<file path="src/rtl/subleq_pkg.sv">
// Shared state encoding, instruction geometry and address helper for the SUBLEQ core.
package subleq_pkg;

  typedef enum logic [2:0] {
    S_IA,
    S_RA,
    S_IB,
    S_RB,
    S_IC,
    S_WB,
    S_HALT
  } state_t;

  localparam int INSTR_WORDS = 3;
  localparam int MAX_W       = 64;

  // Keeps only the low addr_w bits of a data word; callers cast the result down to ADDR_W.
  function automatic logic [MAX_W-1:0] addr_of(input logic [MAX_W-1:0] word, input int addr_w);
    logic [MAX_W-1:0] mask;
    mask = (addr_w >= MAX_W) ? '1 : ((MAX_W'(1) << addr_w) - MAX_W'(1));
    return word & mask;
  endfunction

endpackage

</file>
<file path="src/rtl/subleq_alu.sv">
// Wrapping DATA_W subtract b - a with a signed "result <= 0" flag.
module subleq_alu #(
  parameter int DATA_W = 8
) (
  input  logic [DATA_W-1:0] a,
  input  logic [DATA_W-1:0] b,
  output logic [DATA_W-1:0] result,
  output logic              leq
);

  always_comb begin
    result = b - a;
    leq    = result[DATA_W-1] | (result == '0);
  end

endmodule

</file>
<file path="src/rtl/subleq_core_p.sv">
// Multi-cycle SUBLEQ core with a req/ack memory port, run gating and self-loop halt.
// Define SUBLEQ_IO_EN to map writes to the all-ones address onto the o_io_valid/o_io_data port.
module subleq_core_p
  import subleq_pkg::*;
#(
  parameter int DATA_W   = 8,
  parameter int ADDR_W   = 8,
  parameter int RESET_PC = 0
) (
  input  logic              i_clk,
  input  logic              i_rstn,
  input  logic              i_run,
  output logic              o_req,
  output logic              o_we,
  output logic [ADDR_W-1:0] o_addr,
  output logic [DATA_W-1:0] o_wdata,
  input  logic              i_ack,
  input  logic [DATA_W-1:0] i_rdata,
  output logic [ADDR_W-1:0] o_pc,
  output logic              o_retired,
  output logic              o_halted
`ifdef SUBLEQ_IO_EN
  ,
  output logic              o_io_valid,
  output logic [DATA_W-1:0] o_io_data
`endif
);

  state_t            state, state_next, state_after;
  logic [ADDR_W-1:0] pc, a_ptr, b_ptr, c_tgt;
  logic [DATA_W-1:0] a_val, b_val, result;
  logic              leq, done, io_hit, self_loop;

  subleq_alu #(.DATA_W(DATA_W)) u_alu (
    .a      (a_val),
    .b      (b_val),
    .result (result),
    .leq    (leq)
  );

`ifdef SUBLEQ_IO_EN
  assign io_hit     = i_rstn && (state == S_WB) && (b_ptr == '1);
  assign o_io_valid = io_hit;
  assign o_io_data  = io_hit ? result : '0;
`else
  assign io_hit = 1'b0;
`endif

  assign self_loop = leq && (c_tgt == pc);
  assign o_pc      = pc;

  // Outputs decode straight from registered state so they hold steady until the ack arrives.
  always_comb begin
    o_req       = 1'b0;
    o_we        = 1'b0;
    o_addr      = '0;
    o_wdata     = '0;
    state_after = state;
    case (state)
      S_IA: begin
        if (i_run) begin
          o_req  = 1'b1;
          o_addr = pc;
        end
        state_after = S_RA;
      end
      S_RA: begin
        o_req       = 1'b1;
        o_addr      = a_ptr;
        state_after = S_IB;
      end
      S_IB: begin
        o_req       = 1'b1;
        o_addr      = pc + ADDR_W'(1);
        state_after = S_RB;
      end
      S_RB: begin
        o_req       = 1'b1;
        o_addr      = b_ptr;
        state_after = S_IC;
      end
      S_IC: begin
        o_req       = 1'b1;
        o_addr      = pc + ADDR_W'(2);
        state_after = S_WB;
      end
      S_WB: begin
        if (!io_hit) begin
          o_req   = 1'b1;
          o_we    = 1'b1;
          o_addr  = b_ptr;
          o_wdata = result;
        end
        state_after = self_loop ? S_HALT : S_IA;
      end
      default: state_after = S_HALT;
    endcase
    if (!i_rstn) begin
      o_req   = 1'b0;
      o_we    = 1'b0;
      o_addr  = '0;
      o_wdata = '0;
    end
    done       = (o_req && i_ack) || io_hit;
    state_next = done ? state_after : state;
  end

  always_ff @(posedge i_clk) begin
    if (!i_rstn) begin
      state     <= S_IA;
      pc        <= ADDR_W'(RESET_PC);
      a_ptr     <= '0;
      b_ptr     <= '0;
      c_tgt     <= '0;
      a_val     <= '0;
      b_val     <= '0;
      o_retired <= 1'b0;
      o_halted  <= 1'b0;
    end else begin
      state     <= state_next;
      o_retired <= 1'b0;
      if (done) begin
        case (state)
          S_IA: a_ptr <= ADDR_W'(addr_of(MAX_W'(i_rdata), ADDR_W));
          S_RA: a_val <= i_rdata;
          S_IB: b_ptr <= ADDR_W'(addr_of(MAX_W'(i_rdata), ADDR_W));
          S_RB: b_val <= i_rdata;
          S_IC: c_tgt <= ADDR_W'(addr_of(MAX_W'(i_rdata), ADDR_W));
          S_WB: begin
            pc        <= leq ? c_tgt : pc + ADDR_W'(INSTR_WORDS);
            o_retired <= 1'b1;
            o_halted  <= self_loop;
          end
          default: ;
        endcase
      end
    end
  end

endmodule
</file>
<file path="config.mk">
export PLATFORM = sky130hd
export DESIGN_NAME = subleq_core_p
export DESIGN_NICKNAME = d
export VERILOG_FILES = /design/src/rtl/subleq_pkg.sv /design/src/rtl/subleq_alu.sv /design/src/rtl/subleq_core_p.sv
export SDC_FILE = /design/constraint.sdc
export NUM_CORES = 1
export LEC_CHECK = 0
export ABC_AREA = 1
export BUFFER_PORTS_ARGS = -buffer_cell sky130_fd_sc_hd__buf_2
export CAP_MARGIN = 20
export CELL_PAD_IN_SITES_DETAIL_PLACEMENT = 1
export CELL_PAD_IN_SITES_GLOBAL_PLACEMENT = 1
export CORE_ASPECT_RATIO = 0.9
export CORE_UTILIZATION = 44
export CTS_CLUSTER_DIAMETER = 40
export DETAILED_ROUTE_END_ITERATION = 7
export GPL_ROUTABILITY_DRIVEN = 0
export PLACE_DENSITY = 0.9
export SLEW_MARGIN = 0
export SYNTH_ARGS = -nofsm -noshare
export SYNTH_HDL_FRONTEND = slang
export SYNTH_SLANG_ARGS = --single-unit
</file>
<file path="constraint.sdc">
create_clock -name i_clk -period 4.3 [get_ports i_clk]
set_clock_uncertainty 0.15 [all_clocks]
set_input_delay 1.29 -clock i_clk [delete_from_list [all_inputs] [get_ports i_clk]]
set_output_delay 1.29 -clock i_clk [all_outputs]
set_load 0.005 [all_outputs]
</file>
======== After elaboration in Yosys (flattened, before gate mapping) ========
Index checks and enable logic that the tools add are counted.
storage, ports and cells
  bits in registers ....................... 53
  input port bits ......................... 12
  output and inout port bits .............. 28
cells by class
  add/subtract/negate cells ............... 4
  equal/unequal tests ..................... 6
  muxes and demuxes ....................... 13
  bitwise gates (word level) .............. 1
  reduce and logical (&&, ||, !) cells .... 13
operators with widths
  kind                                                                   number
  8-bit two-way mux                                                      5
  8-bit case mux with 5 select lines                                     1
  3-bit case mux with 6 select lines                                     1
  8-bit by 2-bit adder with 8-bit output, second input constant          2
  2-bit AND reduction                                                    7
  8-bit by 1-bit adder with 8-bit output, second input constant          1
  8-bit equality test                                                    1
  8-bit logical NOT                                                      1
  8-bit subtractor                                                       1
  3-bit by 2-bit equality test with 1-bit output, second input constant  2
  3-bit equality test, second input constant                             2
  5-bit OR reduction                                                     1
  1-bit two-way mux                                                      4
  3-bit by 1-bit equality test with 1-bit output, second input constant  1
  3-bit logical NOT                                                      1
  3-bit two-way mux                                                      1
  1-bit logical AND                                                      2
  1-bit case mux with 2 select lines                                     1
  2-bit OR reduction                                                     1
  1-bit bitwise OR                                                       1

======== Longest topological paths before layout ========
  depth after elaboration ................. 6
  depth in mapped cells ................... 16
  depth with buffers taken out ............ 16

======== By module ========
A second synthesis with hierarchy kept.
unflattened totals
  cell total of the unflattened synthesis .. 541
  area, all modules ....................... 3347.0 um^2
modules (own cells, without submodules)
  module         times used  cells an instance  area an instance (um^2)  sequential area each (um^2)
  subleq_core_p  1           458                2924.1                   1061.0
  subleq_alu     1           83                 422.9                    0.0

======== Least setup slack after synthesis ========
No wires, ideal clock.
  path kind ............................... input to output
  start ................................... in i_rstn
  end ..................................... out o_wdata[2]
  arrival time ............................ 2.071 ns
  data required time ...................... 2.860 ns
  path slack .............................. 0.789 ns
  stages .................................. 5
  path through ............................ clkbuf_2 clkinv_1 nor2_1 inv_1 a21oi_1
on the way
  word-level cells in the longest chain between the ends .. 1
ends and longest elaborated chain
  what                line                 source
  start: declaration  subleq_core_p.sv:11  input logic i_rstn,
  8-bit two-way mux   subleq_core_p.sv:98  if (!i_rstn) begin
  end: declaration    subleq_core_p.sv:16  output logic [DATA_W-1:0] o_wdata,
No other way between the ends.

======== Worst setup path after layout ========
  start ................................... reg state[1]
  end ..................................... out o_addr[6]
on the way
  word-level cells in the longest chain between the ends .. 4
ends and longest elaborated chain
  what                                                                                          line                  source
  start: declaration                                                                            subleq_core_p.sv:29   state_t state, state_next, state_after;
  start signal: assignment                                                                      subleq_core_p.sv:120  state <= state_next;
  3-bit by 2-bit equality test with 1-bit output / 3-bit equality test (equally long branches)  subleq_core_p.sv:59   case (state)
  2-bit OR reduction (no line)                                                                  --
  8-bit case mux with 5 select lines (*)                                                        subleq_core_p.sv:59
  8-bit two-way mux (*)                                                                         subleq_core_p.sv:98
  end: declaration                                                                              subleq_core_p.sv:15   output logic [ADDR_W-1:0] o_addr,
Mark *: on every way between the ends. The rest lies on a longest branch, timed or not.

==> impl_results.md <==
* Status: completed
* Die area at between 7000 and 8000 µm²
* Largest net degree at the start of global routing at 36
* Final Non-Filler Cells at around 600
* Drt total wl at 10,300 µm
* GRT Residual Overflow at 0
* Global-route wire length before repair at 16,500 µm
* Post-cts hold buffer count at 0
* GRT Total Usage at between 20% and 30%
* Syn Std Cell Area at 3160 µm²
* Post-route minimum period at about 3.8 ns
* Die height at 82.4 µm
* Synth Net Count at about 500
* RSZ-0062 raised after global routing: false
* Fin crit share at 87.7%
* Clock Latency Late Sink at 0.32 ns
* PwrDens at between 300 and 400 nW/µm²
* Max Fclk at approximately 270 MHz
* CP required at roughly 2.9 ns
* Xor and xnor area share after synthesis at 3.05%
* Syn-to-layout area delta at 10.7%
* Postcts setup bufs at 0
* CTS resizes at 0
* Clock tree from TritonCTS: yes
* Metal3 WL at about 570 µm
* Peak VDD IR at 0.000184 V
* Worst Tran Pin Value at between 0.5 and 0.6 ns
* Multi-input gate area at around 1800 µm²
* Max Cap Viol at 0
* Setup ws final at 0.530 ns
* Die Wd at 91.3 µm
* Detail Route Antenna Nets at 0
* Fill count at 960
* Complex-gate fraction of the synthesized area at 18.8%
* Final #Nets at 536
* Clock-pin slew on the worst setup and hold paths at 0.10 ns
* Type of the worst setup path: reg -> out
* Antenna cell count at 0
* Vias in the first global route at 3,207
* Initial antenna violation count at 0
* Row cnt at 28
* CTS Buf Count at 5
* Flops & latches, synth at 53
* Register area at 1060 µm²
* Final hold viol count at 0
* Post-route DRC at 0
* H-tree Lvls at 2
* Worst Path Max Fanout at 7
* Highest metal used: met4
* CP Data Arrival Time at 2.33 ns
* Slew Limit Fails at 0
* Hold/Removal Path Class: reg -> reg
* Initial Util at a little under half
* Worst slew margin at 62.0%
* # clock sinks at 53
* Pwr Total at between 1 and 1.5 mW
* CTS Buffer Depth at 2
* Distinct cells, synth at 35
* Placed cell count at just under 600
* Hold-critical path depth at 2
* Ports at 40
* Vias per inst at 5.67
* CP Launch Type: flop
* Met1 Wirelength at 4890 µm
* Drt first pass iters at 4
* # port buffers at 39
* Routed len/inst at 17.1 µm
* CTS root buf: clkbuf_8
* CP Capture Type: output port
* Met2 WL at 4680 µm
* Post-synthesis simple-gate area fraction at 28.2%
* Final HPWL DP at 7640 µm
* Pleak at between 1.5 and 2 nW
* Share of the yosys chip area belonging to registers at about a third
* Yosys warns at 0
* Largest family of logic cells by synthesized area: simple AND/OR/NAND/NOR gates
* Initial DRC count at between 150 and 200
* Synth Area in Adders at 5.39%
* Core Box Area at between 6000 and 7000 µm²
* Final core occ at roughly half
* Share of cells above drive strength 1 at about 12%
* Mux cell area share after synthesis at 0%
* R2R cell count at 13
* # setup viols final at 0
* Dpl ws at 0.643 ns
* Final setup TNS at 0 ns
* Vias post-DR at about 3,400
* Syn Area/Cell at 6.63 µm²
* Post-Synthesis Cells at 476
## metal layers
metal	vias up	track usage [%]
li1	1627	-
met1	1661	40.0
met2	109	46.9
met3	15	3.48
met4	0	6.51
met5	-	0
## cell usage after synthesis
cell type	count	area, µm²
nor3_1	5	25.0
xor2_1	10	87.6
inv_1	61	229
nand3_1	54	270
a31oi_1	3	18.8
nand2_4	2	22.5
dfxtp_1	53	1060
o21ai_0	33	165
a21oi_1	65	325
buf_2	1	5.00
o211ai_1	1	7.51
xnor2_1	1	8.76
nor2_2	1	6.26
o221ai_1	1	8.76
nor2_1	41	154
nand4_1	2	12.5
a22oi_1	2	15.0
buf_6	4	45.0
clkbuf_1	6	22.5
a41oi_1	1	8.76
nand3_2	1	10.0
nand2_2	3	18.8
o21ai_1	2	10.0
o22ai_1	3	18.8
fa_1	1	20.0
o21a_1	1	7.51
o2111ai_1	1	8.76
nand2_1	95	357
clkbuf_2	1	5.00
nor3_4	1	16.3
buf_1	1	3.75
buf_4	2	15.0
ha_1	12	150
clkinv_1	2	7.51
inv_2	3	11.3
## final timing paths
path | startpoint | to | slack, ns
worst min-delay path | b_ptr[2]$_SDFFE_PN0P_ | b_ptr[2]$_SDFFE_PN0P_ | 0.32
worst max register to register | b_val[0]$_SDFFE_PN0P_ | o_halted$_SDFFE_PN0P_ | 1.34
worst min register to register | b_ptr[2]$_SDFFE_PN0P_ | b_ptr[2]$_SDFFE_PN0P_ | 0.32
worst max-delay path | state[1]$_SDFFE_PN0P_ | o_addr[6] | 0.53
## flip-flops by register name, indices dropped and copies added, names as in the netlist
register	flops
a_ptr	8
a_val	8
b_ptr	8
b_val	8
c_tgt	8
o_pc	8
state	3
o_halted	1
o_retired	1
## power by group
group | leakage (nW) | switching [mW] | internal [mW] | total [mW]
clock | 0.0512 | 0.177 | 0.131 | 0.309
sequential | 0.428 | 0.0124 | 0.506 | 0.518
combinational | 1.14 | 0.207 | 0.0709 | 0.277
total | 1.62 | 0.396 | 0.708 | 1.10
## critical path, cell delays in order, from the launching register on
cell     delay (ns)
dfxtp_1        0.46
inv_1          0.13
nand3_1        0.29
inv_1          0.19
nor2_1         0.33
nor2_1         0.07
o21ai_0        0.19
nand4_1        0.12
nand2_1        0.09
inv_1          0.04
buf_2          0.11
## cell usage in the layout, fill, tap and decap left out, drive strengths merged
cell type	Yosys	routed
a21oi	65	65
a22oi	2	2
a31oi	3	3
a41oi	1	1
buf	8	43
clkbuf	7	6
clkinv	2	4
dfxtp	53	53
fa	1	1
ha	12	12
inv	64	64
nand2	100	100
nand3	55	55
nand4	2	2
nor2	42	42
nor3	6	6
o2111ai	1	1
o211ai	1	1
o21a	1	1
o21ai	35	35
o221ai	1	1
o22ai	3	3
xnor2	1	1
xor2	10	10
## layout make-up
class,instances,share of cell area [%]
timing repair buffer,43,6.44
clock inverter,2,0.394
clock buffer,6,2.36
sequential,53,30.4
multi-input combinational,342,50.1
inverter,66,7.09
tap,90,3.22
## logic make-up (layout without fill, tap and decap cells)
group                    count (synthesis)  in the layout
AO/OA/AOI/OAI                          113            113
adder cells (fa/ha/maj)                 13             13
flip-flops                              53             53
AND/OR/NAND/NOR                        205            205
XOR/XNOR                                11             11
buffers and inverters                   81            117
## per-stage QoR
step | cell area, µm² | hold WS (ns)
4_1_cts | 3500 | 0.318
3_3_place_gp | 3400 | 0.288
5_1_grt | 3500 | 0.336
6_report | 3500 | 0.318
2_1_floorplan | 3160 | 0.275
3_5_place_dp | 3400 | 0.304
No activity file was read; power rests on OpenSTA's default activity.
